**src/rtl/envelope_follower_if.sv**
```systemverilog
// envelope_follower_if: frame handshake in, per-channel envelope results out
interface envelope_follower_if #(parameter int N = 4, parameter int W = 32);
   localparam int CW = N > 1 ? $clog2(N) : 1;
   logic in_valid;
   logic in_ready;
   logic [N*W-1:0] in_data;
   logic out_valid;
   logic [CW-1:0] out_chan;
   logic [W-1:0] out_data;
   modport master(output in_valid, in_data, input in_ready, out_valid, out_chan, out_data);
   modport slave(input in_valid, in_data, output in_ready, out_valid, out_chan, out_data);
endinterface

```
**src/rtl/envelope_follower.sv**
```systemverilog
// envelope_follower: N-channel time-multiplexed attack/release envelope follower
module envelope_follower #(
   parameter int N = 4,
   parameter int W = 32,
   parameter int FRAC = 8
) (
   input  logic clk,
   input  logic rst_n,
   envelope_follower_if.slave bus,
   input  logic [3:0] k_attack,
   input  logic [3:0] k_release,
   input  logic mode,
   input  logic clr,
   output logic overrun
);
   localparam int CW = N > 1 ? $clog2(N) : 1;
   localparam int SW = W + FRAC;
   localparam logic [SW:0] SMAX = {{(FRAC+2){1'b0}}, {(W-1){1'b1}}} << FRAC;
   localparam logic [W-1:0] XMIN = {1'b1, {(W-1){1'b0}}};
   typedef enum logic {IDLE, RUN} state_t;
   state_t state, state_nx;
   logic [CW-1:0] chan, chan_nx;
   logic [N*W-1:0] frame;
   logic [3:0] ka, kr, k;
   logic md, last;
   logic [SW-1:0] s [N];
   logic [W-1:0] x, a;
   logic [SW:0] ext, cur, sum;
   logic [SW-1:0] nxt;
   assign bus.in_ready = state == IDLE;
   assign last = chan == CW'(N-1);
   // Saturating |x|: the most negative sample has no positive twin
   assign x = frame[chan*W +: W];
   assign a = x[W-1] ? (x == XMIN ? ~XMIN : -x) : x;
   assign ext = (SW+1)'(a) << FRAC;
   assign cur = {1'b0, s[chan]};
   assign k = (!md || ext > cur) ? ka : kr;
   assign sum = cur - (cur >> k) + (ext >> k);
   assign nxt = sum > SMAX ? SMAX[SW-1:0] : sum[SW-1:0];
   always_ff @(posedge clk or negedge rst_n)
      if (!rst_n) begin
         state <= IDLE;
         chan <= '0;
      end else begin
         state <= state_nx;
         chan <= chan_nx;
      end
   always_comb begin
      state_nx = state;
      chan_nx = chan;
      if (clr) begin
         state_nx = IDLE;
         chan_nx = '0;
      end else if (state == IDLE) begin
         state_nx = bus.in_valid ? RUN : IDLE;
         chan_nx = '0;
      end else begin
         state_nx = last ? IDLE : RUN;
         chan_nx = last ? '0 : chan + 1'b1;
      end
   end
   always_ff @(posedge clk or negedge rst_n)
      if (!rst_n) begin
         frame <= '0;
         ka <= '0;
         kr <= '0;
         md <= 1'b0;
         overrun <= 1'b0;
         bus.out_valid <= 1'b0;
         bus.out_chan <= '0;
         bus.out_data <= '0;
         for (int i = 0; i < N; i++) s[i] <= '0;
      end else begin
         bus.out_valid <= 1'b0;
         if (clr) begin
            overrun <= 1'b0;
            for (int i = 0; i < N; i++) s[i] <= '0;
         end else begin
            if (bus.in_valid && state != IDLE) overrun <= 1'b1;
            if (bus.in_valid && state == IDLE) begin
               frame <= bus.in_data;
               ka <= k_attack;
               kr <= k_release;
               md <= mode;
            end
            if (state == RUN) begin
               s[chan] <= nxt;
               bus.out_valid <= 1'b1;
               bus.out_chan <= chan;
               bus.out_data <= nxt[SW-1:FRAC];
            end
         end
      end
endmodule

```
**src/flat_wrapper.sv**
```systemverilog
// flat-port wrapper written by rule: the top's interface ports become plain ports
module envelope_follower_flat 
#(
   parameter int N = 4,
   parameter int W = 32,
   parameter int FRAC = 8
)
  (clk, rst_n, k_attack, k_release, mode, clr, overrun, bus_in_valid, bus_in_data, bus_in_ready, bus_out_valid, bus_out_chan, bus_out_data);
  envelope_follower_if #(.N(N), .W(W)) bus_i ();
  input  logic clk;
  input  logic rst_n;
  input  logic [3:0] k_attack;
  input  logic [3:0] k_release;
  input  logic mode;
  input  logic clr;
  output logic overrun;
  input wire logic [$bits(bus_i.in_valid)-1:0] bus_in_valid;
  input wire logic [$bits(bus_i.in_data)-1:0] bus_in_data;
  output wire logic [$bits(bus_i.in_ready)-1:0] bus_in_ready;
  output wire logic [$bits(bus_i.out_valid)-1:0] bus_out_valid;
  output wire logic [$bits(bus_i.out_chan)-1:0] bus_out_chan;
  output wire logic [$bits(bus_i.out_data)-1:0] bus_out_data;
  assign bus_i.in_valid = bus_in_valid;
  assign bus_i.in_data = bus_in_data;
  assign bus_in_ready = bus_i.in_ready;
  assign bus_out_valid = bus_i.out_valid;
  assign bus_out_chan = bus_i.out_chan;
  assign bus_out_data = bus_i.out_data;
  envelope_follower #(.N(N), .W(W), .FRAC(FRAC)) u_core (.clk(clk), .rst_n(rst_n), .bus(bus_i), .k_attack(k_attack), .k_release(k_release), .mode(mode), .clr(clr), .overrun(overrun));
endmodule
```
**config.mk**
```make
export PLATFORM = sky130hd
export DESIGN_NAME = envelope_follower_flat
export DESIGN_NICKNAME = d
export VERILOG_FILES = /design/src/rtl/envelope_follower_if.sv /design/src/rtl/envelope_follower.sv /design/src/flat_wrapper.sv
export SDC_FILE = /design/constraint.sdc
export NUM_CORES = 1
export LEC_CHECK = 0
export BUFFER_PORTS_ARGS = -buffer_cell sky130_fd_sc_hd__buf_4
export CORE_ASPECT_RATIO = 0.8
export CORE_MARGIN = 5
export CORE_UTILIZATION = 60
export CTS_CLUSTER_SIZE = 40
export DETAILED_ROUTE_END_ITERATION = 7
export HOLD_SLACK_MARGIN = 0.15
export PLACE_DENSITY = 0.87
export SKIP_CTS_REPAIR_TIMING = 1
export SYNTH_ARGS = -nofsm -noshare
export SYNTH_HDL_FRONTEND = slang
export SYNTH_SLANG_ARGS = --single-unit
```
**constraint.sdc**
```tcl
create_clock -name clk -period 26.6 [get_ports clk]
set_input_delay 2.66 -clock clk [delete_from_list [all_inputs] [get_ports clk]]
set_output_delay 2.66 -clock clk [all_outputs]
set_load 0.02 [all_outputs]
```
# Word-level counts from Yosys, hierarchy flattened

Index checks and enable logic that the tools add are counted.

Word-level logic and storage cells: 62
Bits in registers: 336
Output and inout bits: 37
Input port bits: 141

Bitwise operators: 3
Add/subtract/negate cells: 4
Multiplexer cells: 23
Equal/unequal tests: 2
Shift-type cells: 3
Reductions and logical operators: 9
Magnitude comparators: 4

Operators by type and width:

| operator                                                                | number |
|---|---|
| 160-bit 2-to-1 mux                                                      | 2 |
| 160-bit bitwise mux                                                     | 1 |
| 40-bit 2-to-1 mux                                                       | 4 |
| 128-bit by 8-bit variable part select with 32-bit output                | 1 |
| 40-bit by 4-bit >> shifter with 41-bit output                           | 2 |
| 40-bit binary-select mux with 2-bit select                              | 1 |
| 40-bit demux with 2-bit select                                          | 1 |
| 32-bit 2-to-1 mux                                                       | 2 |
| 41-bit adder                                                            | 1 |
| 41-bit by 39-bit > comparator with 1-bit output (second input constant) | 1 |
| 40-bit by 41-bit subtractor with 41-bit output                          | 1 |
| 40-bit > comparator                                                     | 1 |
| 32-bit equality test (second input constant)                            | 1 |
| 32-bit negator                                                          | 1 |
| 1-bit 2-to-1 mux                                                        | 8 |
| 2-bit 2-to-1 mux                                                        | 3 |
| 4-bit 2-to-1 mux                                                        | 1 |
| 2-bit AND reduction                                                     | 2 |
| 2-bit nonzero test                                                      | 2 |
| 3-bit greater-or-equal comparator (second input constant)               | 1 |
| 1-bit logical AND                                                       | 3 |
| 3-bit by 1-bit < comparator with 1-bit output (second input constant)   | 1 |
| 2-bit NOT with 3-bit output                                             | 1 |
| 2-bit by 1-bit adder with 2-bit output (second input constant)          | 1 |
| other kinds (4)                                                         | 5 |

# Logic depth before layout (Yosys ltp)

Word-level depth: 15
Gate-level depth with buffers: 46
Gate-level depth less buffers: 36

# Worst setup path after synthesis

No wires, ideal clock.

Kind: flip-flop to flip-flop
Start point: register u_core.chan[1]
End point: register u_core.s[45] (netlist bit)
Setup time: 135 ps
Setup slack: 15980 ps
Required time: 26465 ps
Buffers on the path: 10
Data arrival time: 10484 ps
Cell stages (with the launch flop): 41
Clock period less this slack: 10620 ps
Path through: dfrtp_1 -> buf_2 -> buf_2 -> buf_2 -> buf_1 -> mux4_2 -> inv_1 -> ha_1 -> nand3_1 -> nor4_1 -> nand2_1 -> clkbuf_1 -> clkbuf_1 -> nand2_1 -> ha_1 -> nand4_1 -> or3_1 -> or4_1 -> [5 not listed] -> clkbuf_1 -> buf_1 -> mux2i_1 -> mux2i_1 -> fa_1 -> inv_1 -> ha_1 -> a211oi_1 -> o21ai_0 -> o311ai_1 -> a21oi_1 -> a31oi_1 -> xor2_1 -> or3b_2 -> or4b_1 -> nor4_1 -> clkbuf_1 -> o41ai_1

Cells in the longest elaborated chain, start to end: 15
Elaborated cells between the ends (all ways): 26
Those cells by class: add/sub (3); order compare (4); eq/ne (1); shift (3); mux (12); bitwise (1); reduce/logical (2)

Ends and longest elaborated chain:

| element                                                                                                 | line                                                                      | text |
|---|---|---|
| start: declaration                                                                                      | envelope_follower.sv:22                                                   | `logic [CW-1:0] chan, chan_nx;` |
| start signal: assignment                                                                                | envelope_follower.sv:46                                                   | `chan <= chan_nx;` |
| 128-bit by 8-bit variable part select with 32-bit output or 2-bit NOT with 3-bit output (tied branches) | envelope_follower.sv:33, envelope_follower.sv:36, envelope_follower.sv:87 |  |
| 32-bit negator (tied with other cells)                                                                  | envelope_follower.sv:34                                                   | `assign a = x[W-1] ? (x == XMIN ? ~XMIN : -x) : x;` |
| 32-bit 2-to-1 mux or 40-bit 2-to-1 mux (tied branches) (2 in a row)                                     | envelope_follower.sv:34, envelope_follower.sv:36                          |  |
| 40-bit > comparator                                                                                     | envelope_follower.sv:37                                                   | `assign k = (!md \|\| ext > cur) ? ka : kr;` |
| 1-bit logical OR                                                                                        | envelope_follower.sv:37                                                   |  |
| 4-bit 2-to-1 mux                                                                                        | envelope_follower.sv:37                                                   |  |
| 40-bit by 4-bit >> shifter with 41-bit output                                                           | envelope_follower.sv:38                                                   | `assign sum = cur - (cur >> k) + (ext >> k);` |
| 40-bit by 41-bit subtractor with 41-bit output                                                          | envelope_follower.sv:38                                                   |  |
| 41-bit adder                                                                                            | envelope_follower.sv:38                                                   |  |
| 41-bit by 39-bit > comparator with 1-bit output                                                         | envelope_follower.sv:39                                                   | `assign nxt = sum > SMAX ? SMAX[SW-1:0] : sum[SW-1:0];` |
| 40-bit 2-to-1 mux                                                                                       | envelope_follower.sv:39                                                   |  |
| 160-bit bitwise mux (*)                                                                                 | envelope_follower.sv:87                                                   | `s[chan] <= nxt;` |
| 160-bit 2-to-1 mux (*)                                                                                  | envelope_follower.sv:86                                                   | `if (state == RUN) begin` |
| 160-bit 2-to-1 mux (*)                                                                                  | envelope_follower.sv:75                                                   | `if (clr) begin` |
| end signal: indexed assignment                                                                          | envelope_follower.sv:87                                                   |  |
| end: declaration                                                                                        | envelope_follower.sv:26                                                   | `logic [SW-1:0] s [N];` |

Every way passes the cells marked *; elsewhere a longest branch is shown, timed or not. The select of a mux whose other input is x is not followed.
A chain may end at the register's enable or synchronous reset.

# Worst setup path in the final report

Start point: register u_core.chan[0]
End point: register u_core.s[0] (netlist bit)

Same word-level chain as after synthesis.

==> summary.md <==
| Metric | Value |
|---|---|
| Clock-pin slew on the worst setup and hold paths | 0.06 ns |
| Post-DP HPWL | 52000 um |
| Gr ovfl total | 0 |
| Clk sinks | 336 |
| Root Buffer | clkbuf_16 |
| Vias per inst | between 6 and 7 |
| Die span in x | 230.0 um |
| Fin crit period | 14.92 ns |
| WL/cell | 24.51 um |
| Setup crit end kind | register |
| Drc violations | 0 |
| DIE AREA | between 40000 and 50000 sq um |
| Max transition margin | 20.40% |
| Multi-input logic area | roughly 14000 sq um |
| Number of flops mapped to enable cells by yosys | 0 |
| Global-route wire length before repair | ~110000 um |
| Clk Latency, worst-skew pair | roughly 0.55 ns |
| R2R cell count | 34 |
| Worst slack at placement | 12.43 ns |
| Max-slew violations | 0 |
| Post-synthesis cell count | 2299 |
| Register area share after synthesis | 36.19% |
| GP Congestion | 1.059 |
| DRT Pass-1 Iters | 6 |
| Simple-Gate Fraction of Synth Area | 11.64% |
| Async SR Flop Fraction | 100.0% |
| # fillers | around 2900 |
| Num CTS Buffers | 36 |
| Clock Tree Buf Depth | 3 |
| Setup TNS | 0 ns |
| Area post-placement | around 25000 sq um |
| Area grow syn2layout | 11.24% |
| Final Hold Fails | 0 |
| CP Max Fanout | 50 |
| H-tree depth | 2 |
| Adder-Cell Fraction of Synth Area | 7.646% |
| Skew final | 0.03393 ns |
| Period utilization | 56.09% |
| DR vias | 19470 |
| Final Setup Violations | 0 |
| Final nets | 2632 |
| First-iteration detailed-routing DRC count | about 2300 |
| Most used cell, CP | buf_4 |
| IO Pins | 178 |
| Cell Count, Final, Fillers Out | between 2000 and 3000 |
| Ys flop type | dfrtp_1 |
| Yosys Warn Count | 0 |
| Slowest CP cell | dfrtp_4 |
| Post-DRT Antenna Nets | 0 |
| CP peak stage delay | 0.89 ns |
| Unrepaired setup endpoints after global routing | false |
| Post-Syn Area per Cell | 10.11 sq um |
| Total track usage | 32.91% |
| Post-Route WL | slightly above 70000 um |
| CTS tree | built |
| Main combinational cell family by area after synthesis | multiplexers |
| Fraction of layout cells with a size suffix above 1 | between 20% and 30% |
| Post-synth net total | about 2600 |
| Largest net degree at the start of global routing | 131 |
| Max-capacitance violation count | 0 |
| Hold depth | 2 |
| Final setup margin | between 10 and 15 ns |
| Antenna cells | 0 |
| Synth unique cells | a little over 80 |
| Initial antenna violation count | 3 |
| Fmax | 0.06702 GHz |
| Vias in the first global route | between 15000 and 20000 |
| Cell Area, Synth | 23240 sq um |
| HP Class | register to register |
| Crit path required time | 26.97 ns |
| Critical path type | register to register |
| Post-synthesis xor/xnor area fraction | under 10% |
| Core Area | roughly 38000 sq um |
| Slew @ Worst Pin | 1.185 ns |
| Die H | 186.0 um |
| Status | finished clean |
| PortBufs | 177 |
| Area fraction in compound gates after synthesis | between 10 and 15% |
| Synthesized flop and latch total | 336 |
| Post-Place Cells | between 2000 and 3000 |
| Row count | 64 |
| Register Area | 8416 sq um |
| Post-Layout Inst Area | 25850 sq um |
| CP arrival | 15.29 ns |
| Initial Util | roughly 61% |
| Multiplexer area fraction after synthesis | 22.62% |
| CP Launch Type | register |
## final cells by class
type,count,area share [%]
sequential,336,32.56
inverter,142,2.062
tap,495,2.396
multi-input combinational,1658,52.73
clock inverter,8,0.3679
clock buffer,53,4.081
timing repair buffer,199,5.809
## metal layers
| metal | vias to the layer above | GRT usage [%] | wire [um] |
|---|---|---|---|
| li1 | 8599 | - | - |
| met1 | 9657 | 46.87 | 28950 |
| met2 | 1074 | 51.33 | 32340 |
| met3 | 135 | 8.190 | 7738 |
| met4 | 4 | 8.580 | 1784 |
| met5 | - | 0 | 27 |
## kinds of logic after synthesis
group,count (synthesis)
AO/OA/AOI/OAI,508
multiplexers,408
buffers and inverters,305
adder cells (fa/ha/maj),118
AND/OR/NAND/NOR,574
flip-flops,336
XOR/XNOR,50
## Yosys cell counts (all sizes together) (27+ instances only)
library cell,number,share of area [%]
a31oi,55,1.5
fa,40,3.4
dfrtp,336,36
buf,54,1.4
clkbuf,109,1.8
inv,142,2.3
o21ai,80,1.7
nand2,134,2.2
nor2,242,3.9
mux2i,184,8.2
a21oi,136,2.9
a311oi,78,2.9
xor2,27,1.0
ha,78,4.2
mux2,151,7.3
nor3,42,1.0
mux4,73,7.1
## metrics by stage
step                hold slack [ns]  util (%)
finish                       0.4845     67.53
detailed placement           0.4644     64.53
global placement             0.4600     64.53
CTS                          0.4833     67.53
floorplan                    0.4433         -
global route                 0.5042     67.53
## sequential cells by signal (all words and copies together), names as in the netlist
register and cells:
u_core.bus.out_chan 2, u_core.bus.out_data 32, u_core.bus.out_valid 1, u_core.chan 2, u_core.frame 128, u_core.ka 4, u_core.kr 4, u_core.md 1
u_core.overrun 1, u_core.s 160, u_core.state 1
## path summary, 6_finish.rpt
| path | startpoint | end | slack (ns) |
|---|---|---|---|
| setup / recovery | u_core.chan[0]$_DFF_PN0_ | u_core.s[0]$_DFFE_PN0P_ | 11.68 |
| hold / removal | u_core.s[35]$_DFFE_PN0P_ | u_core.s[35]$_DFFE_PN0P_ | 0.48 |
| setup reg to reg | u_core.chan[0]$_DFF_PN0_ | u_core.s[0]$_DFFE_PN0P_ | 11.68 |
| hold reg to reg | u_core.s[35]$_DFFE_PN0P_ | u_core.s[35]$_DFFE_PN0P_ | 0.48 |
| max in group asynchronous | rst_n | u_core.s[149]$_DFFE_PN0P_ | 21.25 |
| min in group asynchronous | rst_n | u_core.frame[72]$_DFFE_PN0P_ | 2.19 |
## critical path: cells and delay by family, from the launching register on
| family | cells | cell delay [ns] |
|---|---|---|
| compound gates | 8 | 3.20 |
| simple gates | 16 | 6.46 |
| buf+inv | 4 | 1.89 |
| fa+ha+maj | 3 | 1.19 |
| flops | 1 | 0.89 |
| mux | 3 | 1.03 |
## layout by cell type, fill, tap and decap left out, drive strengths merged, types with 73 or more instances in the layout
cell,n
mux2i,184
o21ai,80
nand2,134
nor2,242
inv,146
ha,78
a311oi,78
dfrtp,336
a21oi,136
buf,199
mux4,73
mux2,151
Power is left out: the tool's default activity adds up to more than one toggle a clock period on the data nets, which glitch-free logic cannot reach.
